`src/rtl/alu_exec_unit.sv`:
```
`default_nettype none
// ============================================================================
// alu_exec_unit - registered ALU with Start/Done handshake; SLL/SRL/LUI iterate
// one bit per cycle. Optional macro OVERFLOW_DETECT_EN adds Overflow. Rev 1.0
// ============================================================================
module alu_exec_unit #(
   parameter int DATA_WIDTH = 32,
   parameter int LUI_SHIFT  = 16
) (
   input  logic                  clk,
   input  logic                  reset,
   input  logic                  Start,
   input  logic [3:0]            ALUOperation,
   input  logic [DATA_WIDTH-1:0] A,
   input  logic [DATA_WIDTH-1:0] B,
   input  logic [4:0]            shamt,
   output logic                  Busy,
   output logic                  Done,
   output logic [DATA_WIDTH-1:0] ALUResult,
   output logic                  Zero,
   output logic                  BranchTaken,
   output logic                  IllegalOp
`ifdef OVERFLOW_DETECT_EN
   ,
   output logic                  Overflow
`endif
);

   localparam logic [3:0] C_OP_ADD = 4'b0000;
   localparam logic [3:0] C_OP_AND = 4'b0001;
   localparam logic [3:0] C_OP_NOR = 4'b0011;
   localparam logic [3:0] C_OP_OR  = 4'b0100;
   localparam logic [3:0] C_OP_SLL = 4'b0101;
   localparam logic [3:0] C_OP_SRL = 4'b0110;
   localparam logic [3:0] C_OP_SUB = 4'b0111;
   localparam logic [3:0] C_OP_BEQ = 4'b1000;
   localparam logic [3:0] C_OP_BNE = 4'b1001;
   localparam logic [3:0] C_OP_LUI = 4'b1010;
   localparam logic [3:0] C_OP_LW  = 4'b1011;
   localparam logic [3:0] C_OP_SW  = 4'b1100;
   localparam int C_MSB   = DATA_WIDTH - 1;
   localparam int C_CNT_W = ($clog2(DATA_WIDTH + 1) > 5) ? $clog2(DATA_WIDTH + 1) : 5;

   typedef enum logic [1:0] {
      S_IDLE  = 2'd0,
      S_EXEC  = 2'd1,
      S_SHIFT = 2'd2
   } state_t;

   state_t                state_q, state_d;
   logic [DATA_WIDTH-1:0] a_q, a_d, b_q, b_d, result_q, result_d;
   logic [3:0]            op_q, op_d;
   logic [C_CNT_W-1:0]    cnt_q, cnt_d;
   logic                  done_q, done_d, zero_q, zero_d;
   logic                  branch_q, branch_d, illegal_q, illegal_d;
   logic [DATA_WIDTH-1:0] w_sum, w_diff, w_exec_res;
   logic                  w_exec_brn, w_exec_ill;

   assign w_sum  = a_q + b_q;
   assign w_diff = a_q - b_q;

   always_comb begin
      w_exec_res = '0;
      w_exec_brn = 1'b0;
      w_exec_ill = 1'b0;
      case (op_q)
         C_OP_ADD, C_OP_LW, C_OP_SW: w_exec_res = w_sum;
         C_OP_AND:                   w_exec_res = a_q & b_q;
         C_OP_NOR:                   w_exec_res = ~(a_q | b_q);
         C_OP_OR:                    w_exec_res = a_q | b_q;
         C_OP_SUB:                   w_exec_res = w_diff;
         C_OP_BEQ: begin
            w_exec_res = w_diff;
            w_exec_brn = (a_q == b_q);
         end
         C_OP_BNE: begin
            w_exec_res = w_diff;
            w_exec_brn = (a_q != b_q);
         end
         // Shift codes never reach EXEC; everything else left is an unknown code.
         default:                    w_exec_ill = 1'b1;
      endcase
   end

   always_comb begin
      state_d   = state_q;
      a_d       = a_q;
      b_d       = b_q;
      op_d      = op_q;
      cnt_d     = cnt_q;
      done_d    = 1'b0;
      result_d  = result_q;
      zero_d    = zero_q;
      branch_d  = branch_q;
      illegal_d = illegal_q;
      case (state_q)
         S_IDLE: begin
            if (Start) begin
               a_d  = A;
               b_d  = B;
               op_d = ALUOperation;
               if (ALUOperation == C_OP_SLL || ALUOperation == C_OP_SRL) begin
                  cnt_d   = C_CNT_W'(shamt);
                  state_d = S_SHIFT;
               end else if (ALUOperation == C_OP_LUI) begin
                  cnt_d   = C_CNT_W'(LUI_SHIFT);
                  state_d = S_SHIFT;
               end else begin
                  state_d = S_EXEC;
               end
            end
         end
         S_EXEC: begin
            result_d  = w_exec_res;
            zero_d    = (w_exec_res == '0);
            branch_d  = w_exec_brn;
            illegal_d = w_exec_ill;
            done_d    = 1'b1;
            state_d   = S_IDLE;
         end
         S_SHIFT: begin
            if (cnt_q != '0) begin
               b_d   = (op_q == C_OP_SRL) ? (b_q >> 1) : (b_q << 1);
               cnt_d = cnt_q - 1'b1;
            end else begin
               result_d  = b_q;
               zero_d    = (b_q == '0);
               branch_d  = 1'b0;
               illegal_d = 1'b0;
               done_d    = 1'b1;
               state_d   = S_IDLE;
            end
         end
         default: state_d = S_IDLE;
      endcase
   end

   always_ff @(posedge clk or negedge reset) begin
      if (!reset) begin
         state_q   <= S_IDLE;
         a_q       <= '0;
         b_q       <= '0;
         op_q      <= '0;
         cnt_q     <= '0;
         done_q    <= 1'b0;
         result_q  <= '0;
         zero_q    <= 1'b0;
         branch_q  <= 1'b0;
         illegal_q <= 1'b0;
      end else begin
         state_q   <= state_d;
         a_q       <= a_d;
         b_q       <= b_d;
         op_q      <= op_d;
         cnt_q     <= cnt_d;
         done_q    <= done_d;
         result_q  <= result_d;
         zero_q    <= zero_d;
         branch_q  <= branch_d;
         illegal_q <= illegal_d;
      end
   end

   assign Busy        = (state_q != S_IDLE);
   assign Done        = done_q;
   assign ALUResult   = result_q;
   assign Zero        = zero_q;
   assign BranchTaken = branch_q;
   assign IllegalOp   = illegal_q;

`ifdef OVERFLOW_DETECT_EN
   logic ovf_q, ovf_d;
   logic w_add_ovf, w_sub_ovf;

   // Signed overflow: operands agree (add) / differ (sub) in sign and result sign flips.
   assign w_add_ovf = (a_q[C_MSB] == b_q[C_MSB]) && (w_sum[C_MSB] != a_q[C_MSB]);
   assign w_sub_ovf = (a_q[C_MSB] != b_q[C_MSB]) && (w_diff[C_MSB] != a_q[C_MSB]);

   always_comb begin
      ovf_d = ovf_q;
      if (state_q == S_EXEC) begin
         ovf_d = (op_q == C_OP_ADD) ? w_add_ovf :
                 (op_q == C_OP_SUB) ? w_sub_ovf : 1'b0;
      end else if (state_q == S_SHIFT && cnt_q == '0) begin
         ovf_d = 1'b0;
      end
   end

   always_ff @(posedge clk or negedge reset) begin
      if (!reset) begin
         ovf_q <= 1'b0;
      end else begin
         ovf_q <= ovf_d;
      end
   end

   assign Overflow = ovf_q;
`endif

endmodule
`default_nettype wire

```
`config.mk`:
```
export PLATFORM = sky130hd
export DESIGN_NAME = alu_exec_unit
export DESIGN_NICKNAME = d
export VERILOG_FILES = /design/src/rtl/alu_exec_unit.sv
export SDC_FILE = /design/constraint.sdc
export NUM_CORES = 1
export LEC_CHECK = 0
export CORE_MARGIN = 2
export CORE_UTILIZATION = 53
export DETAILED_ROUTE_END_ITERATION = 8
export GPL_ROUTABILITY_DRIVEN = 0
export PLACE_DENSITY = 0.78
export SYNTH_ARGS = -nofsm -noshare
export SYNTH_HDL_FRONTEND = slang
export SYNTH_SLANG_ARGS = --single-unit
```
`constraint.sdc`:
```
create_clock -name clk -period 3.3 [get_ports clk]
set_input_delay 0.99 -clock clk [delete_from_list [all_inputs] [get_ports clk]]
set_output_delay 0.99 -clock clk [all_outputs]
set_load 0.02 [all_outputs]
```
==> flow_summary.json, run 1 <==
{
  "status": "complete, but fails checks",
  "violations": "DRC, setup timing",
  "setup_violations": 1,
  "fin_nets": 1935,
  "wl_mm": 44.5,
  "antenna_found_initial": 0,
  "worstPathMaxFanout": 3,
  "finalCriticalPeriod_ps": 3530,
  "yosys.area.top_type_share_pct": 25.1,
  "endpoint_kind": "flip-flop",
  "drive_above_1_share_pct": 24.0,
  "dr.first_iter.drc_count": 2053,
  "yosysWarnings": 0,
  "synth_cells": 1457,
  "clock_tree.root_cell": "clkbuf_16",
  "synth_commonest_cells": "163 x nor2_1, 160 x nand2_1, 147 x a21oi_1",
  "clockBufferDepth": 2,
  "grt_usage_pct": 39.1,
  "cp-start-kind": "flip-flop",
  "postSynthAreaPerCell_um2": 7.67,
  "cts_sinks": 112,
  "die_w_um": 149,
  "synth_edf_count": 0,
  "avgRoutedWirePerCell_um": 21.9,
  "grt_pass1_vias": 12800,
  "diodes": 0,
  "std_cell_rows": 53,
  "drc_errors": 36,
  "synth_area_leaders": "dfrtp_1 25%, ha_1 12%, a21oi_1 6.6%, o21ai_0 6.0%, nor2_1 5.5%",
  "ys_async_sr_fraction_pct": 100,
  "hp-class": "flip-flop to flip-flop",
  "drv_cap": 0,
  "synth_largest_area_cell": "dfrtp_1",
  "relSlewSlack_pct": 43.9,
  "synth_most_common_cell": "nor2_1",
  "drv_slew": 0,
  "clock_skew_ps": 16.7,
  "vias_per_cell": 6.63,
  "overflow": 0,
  "hold_viol": 0,
  "yosysUniqueCellTypes": 105,
  "tightestPinTransition_ps": 839,
  "grt_pass1_wl_mm": 67.8,
  "dr.pass1.iters": 9,
  "rsz0062_at_grt": "true",
  "die_area_um2": 22300,
  "numPortBuffers": 112,
  "synth-seq-area-share_pct": 25.1,
  "syn_nets": 1641,
  "yosys_most_used_dff": "dfrtp_1",
  "numCtsBuffers": 9,
  "final_core_util_pct": 71.9,
  "synth_area_um2": 11200,
  "arrival_ps": 3860,
  "postRouteAntennaNets": 0,
  "setup_slack_ps": -231,
  "num-fill-cells": 1557,
  "start_util_pct": 53.6,
  "htree_levels": 3,
  "die_h_um": 149,
  "dpl.hpwl_mm": 32.5,
  "grt_max_degree": 69,
  "vias": 13500,
  "ios": 113,
  "clock.fmax_mhz": 283,
  "clk_pin_slew_ps": 90,
  "tritoncts": "built",
  "syn_to_final_growth_pct": 34.0,
  "post-route-period-util_pct": 107,
  "worstSetupPathType": "flip-flop to flip-flop",
  "ys_ff_latch": 112,
  "worstSkewPairLatency_ps": 390,
  "required_ps": 3630,
  "core_area_um2": 20800
}
[cells by family after synthesis]
group,count (synthesis),share of synthesized area [%]
DFF,112,25.1
muxes,16,1.49
adders and majority gates,108,12.2
xor gates and xnor gates,8,0.694
AOI/OAI and AO/OA,521,31.4
and+or+nand+nor,490,20.7
buffers and inverters,202,8.37
[metrics by stage]
| step | hold slack, ps | cell area (um2) | cells | setup TNS (ps) | worst slack, ps |
|---|---|---|---|---|---|
| 4_1_cts | 496 | 14600 | 2025 | -59.8 | -59.8 |
| 5_1_grt | 513 | 15000 | 2031 | -634 | -316 |
| 2_1_floorplan | 474 | 11200 | 1457 | 0 | 243 |
| 3_5_place_dp | 466 | 14100 | 1999 | -336 | -240 |
| 3_3_place_gp | 463 | 14100 | 1999 | -137 | -137 |
| 6_report | 493 | 15000 | 2031 | -231 | -231 |
[placed cells by master (no fill, tap or decap), types with 6 or more instances in the layout]
master,count
o211ai_1,10
o221ai_1,14
a221oi_1,19
a211oi_1,9
a21oi_2,11
a21oi_1,136
nand3_1,13
and2_1,7
nor2_1,160
nand2b_1,9
ha_1,90
mux2i_1,11
nand4_1,20
nor4_1,17
inv_1,101
o21ai_1,9
nand2_1,159
ha_2,10
nor2b_1,13
buf_4,263
a221o_1,29
ha_4,6
nor3_2,7
a31oi_1,9
dfrtp_1,112
a211o_1,6
a21o_1,13
clkdlybuf4s50_1,111
nor3_1,26
o21bai_1,6
clkbuf_16,9
a22oi_1,10
o21ai_0,124
o21a_1,8
o31ai_1,8
o2111ai_1,6
[what timing repair did]
item,CTS,global route
setup endpoints to repair,4,12
setup buffers,10,6
hold buffers,0,0
gates cloned,0,0
pin swaps,23,34
resized for setup,34,70
[sequential cells by signal, indices dropped and copies added (netlist names)]
register     flops
ALUResult       32
a_q             32
b_q             32
cnt_q            6
op_q             4
state_q          2
BranchTaken      1
Done             1
IllegalOp        1
Zero             1
[final cells by class]
cell class / count / area [um2] / area share [%]
tap: 275 / 344 / 2.30
clock inverter: 7 / 71.3 / 0.476
clock buffer: 9 / 225 / 1.50
inverter: 106 / 398 / 2.66
sequential: 112 / 2800 / 18.7
multi-input combinational: 1143 / 7950 / 53.1
timing repair buffer: 379 / 3190 / 21.3
[final timing paths]
check	from	endpoint	slack, ps	depth (start not counted)
max in group asynchronous	reset	ALUResult[27]	1970	2
max reg2reg	b_q[13]	Zero	-230	15
min reg2reg	ALUResult[2]	ALUResult[2]	490	2
min in group asynchronous	reset	b_q[12]	570	1
min	ALUResult[2]	ALUResult[2]	490	2
max	b_q[13]	Zero	-230	15
[metal layers]
layer	share of wire (%)	wire [um]	GRT usage, %	vias up
li1	-	-	-	5884
met1	38	17000	51.7	6291
met2	43	19000	59.3	1025
met3	13	5860	10.2	267
met4	6.1	2700	19.2	0
met5	0	0	0	-
[worst max-delay path: stages, from the launching register on]
cell and delay, ps:
dfrtp_1 450, buf_4 170, ha_1 210, buf_4 150, a21oi_2 210, o21ai_0 180, buf_4 190, a311oi_1 370
o31ai_1 150, a21oi_1 200, mux2i_1 270, nand4_1 130, nor4_2 220, nand4_1 200, nor3_2 200, a31o_1 160
Power of run 1 is left out: the tool's default activity adds up to more than one toggle a clock period on the data nets, which glitch-free logic cannot reach.
==> run 2: changes to the inputs <==
--- a/config.mk
+++ b/config.mk
@@ -7,9 +7,12 @@
 export LEC_CHECK = 0
 export CORE_MARGIN = 2
 export CORE_UTILIZATION = 53
+export CTS_CLUSTER_DIAMETER = 120
 export DETAILED_ROUTE_END_ITERATION = 8
 export GPL_ROUTABILITY_DRIVEN = 0
+export HOLD_SLACK_MARGIN = 0.03
 export PLACE_DENSITY = 0.78
+export REMOVE_ABC_BUFFERS = 1
 export SYNTH_ARGS = -nofsm -noshare
 export SYNTH_HDL_FRONTEND = slang
 export SYNTH_SLANG_ARGS = --single-unit
==> flow_summary.json, run 2 (same netlist as run 1, synthesis figures left out) <==
{
  "tightestPinTransition_ps": 870,
  "worstSetupPathType": "flip-flop to flip-flop",
  "ios": 113,
  "ff_latch_area_um2": 2800,
  "grt_usage_pct": 36.4,
  "cts_sinks": 112,
  "rsz0062_at_grt": "true",
  "num-fill-cells": 1593,
  "hold_viol": 0,
  "tritoncts": "built",
  "multi_input_comb_area_um2": 7930,
  "final_cell_mix": "248 x buf_4, 161 x nor2_1, 158 x nand2_1, 139 x a21oi_1, 124 x o21ai_0",
  "dr.first_iter.drc_count": 2096,
  "relSlewSlack_pct": 41.9,
  "grt_pass1_wl_mm": 64.7,
  "final_cell_area_um2": 14900,
  "hold_depth": 1,
  "clock_tree.root_cell": "clkbuf_16",
  "arrival_ps": 3750,
  "violations": "DRC, setup timing",
  "required_ps": 3620,
  "place_area_um2": 13900,
  "vias_per_cell": 6.52,
  "final_common_cell": "buf_4",
  "grt_pass1_vias": 12200,
  "numPortBuffers": 112,
  "finalCriticalPeriod_ps": 3430,
  "clockBufferDepth": 2,
  "worstPathMaxFanout": 5,
  "std_cell_rows": 53,
  "die_area_um2": 22300,
  "avgRoutedWirePerCell_um": 20.8,
  "clock.fmax_mhz": 292,
  "postRouteAntennaNets": 0,
  "post-route-period-util_pct": 104,
  "r2r_slack_ps": -130,
  "drv_slew": 0,
  "diodes": 0,
  "fin_nets": 1921,
  "core_area_um2": 20800,
  "dpl.hpwl_mm": 30.1,
  "start_util_pct": 53.6,
  "setup_slack_ps": -130,
  "clock_skew_ps": 15.3,
  "numCtsBuffers": 9,
  "dr.pass1.iters": 9,
  "syn_to_final_growth_pct": 33.2,
  "endpoint_kind": "flip-flop",
  "setup_violations": 2,
  "die_w_um": 149,
  "reg2reg_depth": 14,
  "status": "complete, but fails checks",
  "vias": 13100,
  "overflow": 0,
  "holdPathEnd": "ALUResult[13]",
  "clk_pin_slew_ps": 80,
  "worstSkewPairLatency_ps": 380,
  "reg2reg_to": "Zero",
  "htree_levels": 3,
  "drv_cap": 0,
  "wl_mm": 41.9,
  "hp-class": "flip-flop to flip-flop",
  "cp-start-kind": "flip-flop",
  "antenna_found_initial": 0,
  "holdCritStartpoint": "ALUResult[13]",
  "hold_slack_ps": 480,
  "drive_above_1_share_pct": 23.0,
  "grt_max_degree": 73,
  "rr_startpoint": "b_q[6]",
  "drc_errors": 23,
  "die_h_um": 149
}
run 2: changes by cell type in the layout (fill, tap and decap cells not counted), sizes merged:
cell / change
inv: -1
clkinvlp: -1
clkinv: +1
buf: -14
bufinv: +1
run 2: stage by stage:
stage	instances	utilization (%)	setup TNS (ps)	setup WS (ps)
2_1_floorplan	1361	-	-123980	-2950
3_3_place_gp	1975	66.7	-148	-148
3_5_place_dp	1975	66.7	-328	-248
4_1_cts	1995	68.9	-71.4	-71.4
5_1_grt	2017	71.5	-797	-296
6_report	2017	71.5	-249	-130
run 2: critical path: stages, from the launching register on:
cell and delay, ps:
dfrtp_1 390, inv_2 60, buf_6 120, ha_4 160
nor2b_4 120, o211ai_1 440, a21boi_4 130, a2111oi_4 640
nand4_1 230, a311oi_2 330, o21ai_1 140, a21oi_1 170
o22ai_2 110, nor3_2 180, a31o_1 140
run 2: cell type report:
cell class / instances / area share [%]
Timing Repair Buffer: 365 / 20.7
Clock buffer: 9 / 1.51
Tap cell: 275 / 2.31
Multi-Input combinational cell: 1143 / 53.3
Sequential cell: 112 / 18.8
Clock inverter: 7 / 0.673
Inverter: 106 / 2.67
run 2: worst max-delay path by stage:
| stage | startpoint | to | slack [ps] | cells after the start |
|---|---|---|---|---|
| 6_report | b_q[6] | Zero | -130 | 14 |
| 5_1_grt | b_q[7] | Zero | -300 | 13 |
| 4_1_cts | a_q[0] | Zero | -70 | 15 |
| 3_5_place_dp | a_q[15] | Zero | -250 | 13 |
| 3_3_place_gp | a_q[0] | Zero | -150 | 15 |
| 2_1_floorplan | op_q[1] | b_q[0] | -2950 | 5 |
run 2: repair_timing:
action                     4_1_cts  5_1_grt
setup endpoints to repair        3       12
gates resized for setup         24       76
hold buffers                     0        0
pin swaps                       12       42
setup buffers                    4       22
run 2: per-layer routing:
layer | share of wire, % | wire length [um] | vias to the layer above | GRT usage (%)
met4 | 6.3 | 2640 | 0 | 17.9
met3 | 11 | 4720 | 290 | 7.61
met1 | 39 | 16100 | 6039 | 47.8
li1 | - | - | 5845 | -
met2 | 44 | 18400 | 975 | 57.1
met5 | 0 | 0 | - | 0
Power of run 2 is left out for the same reason.
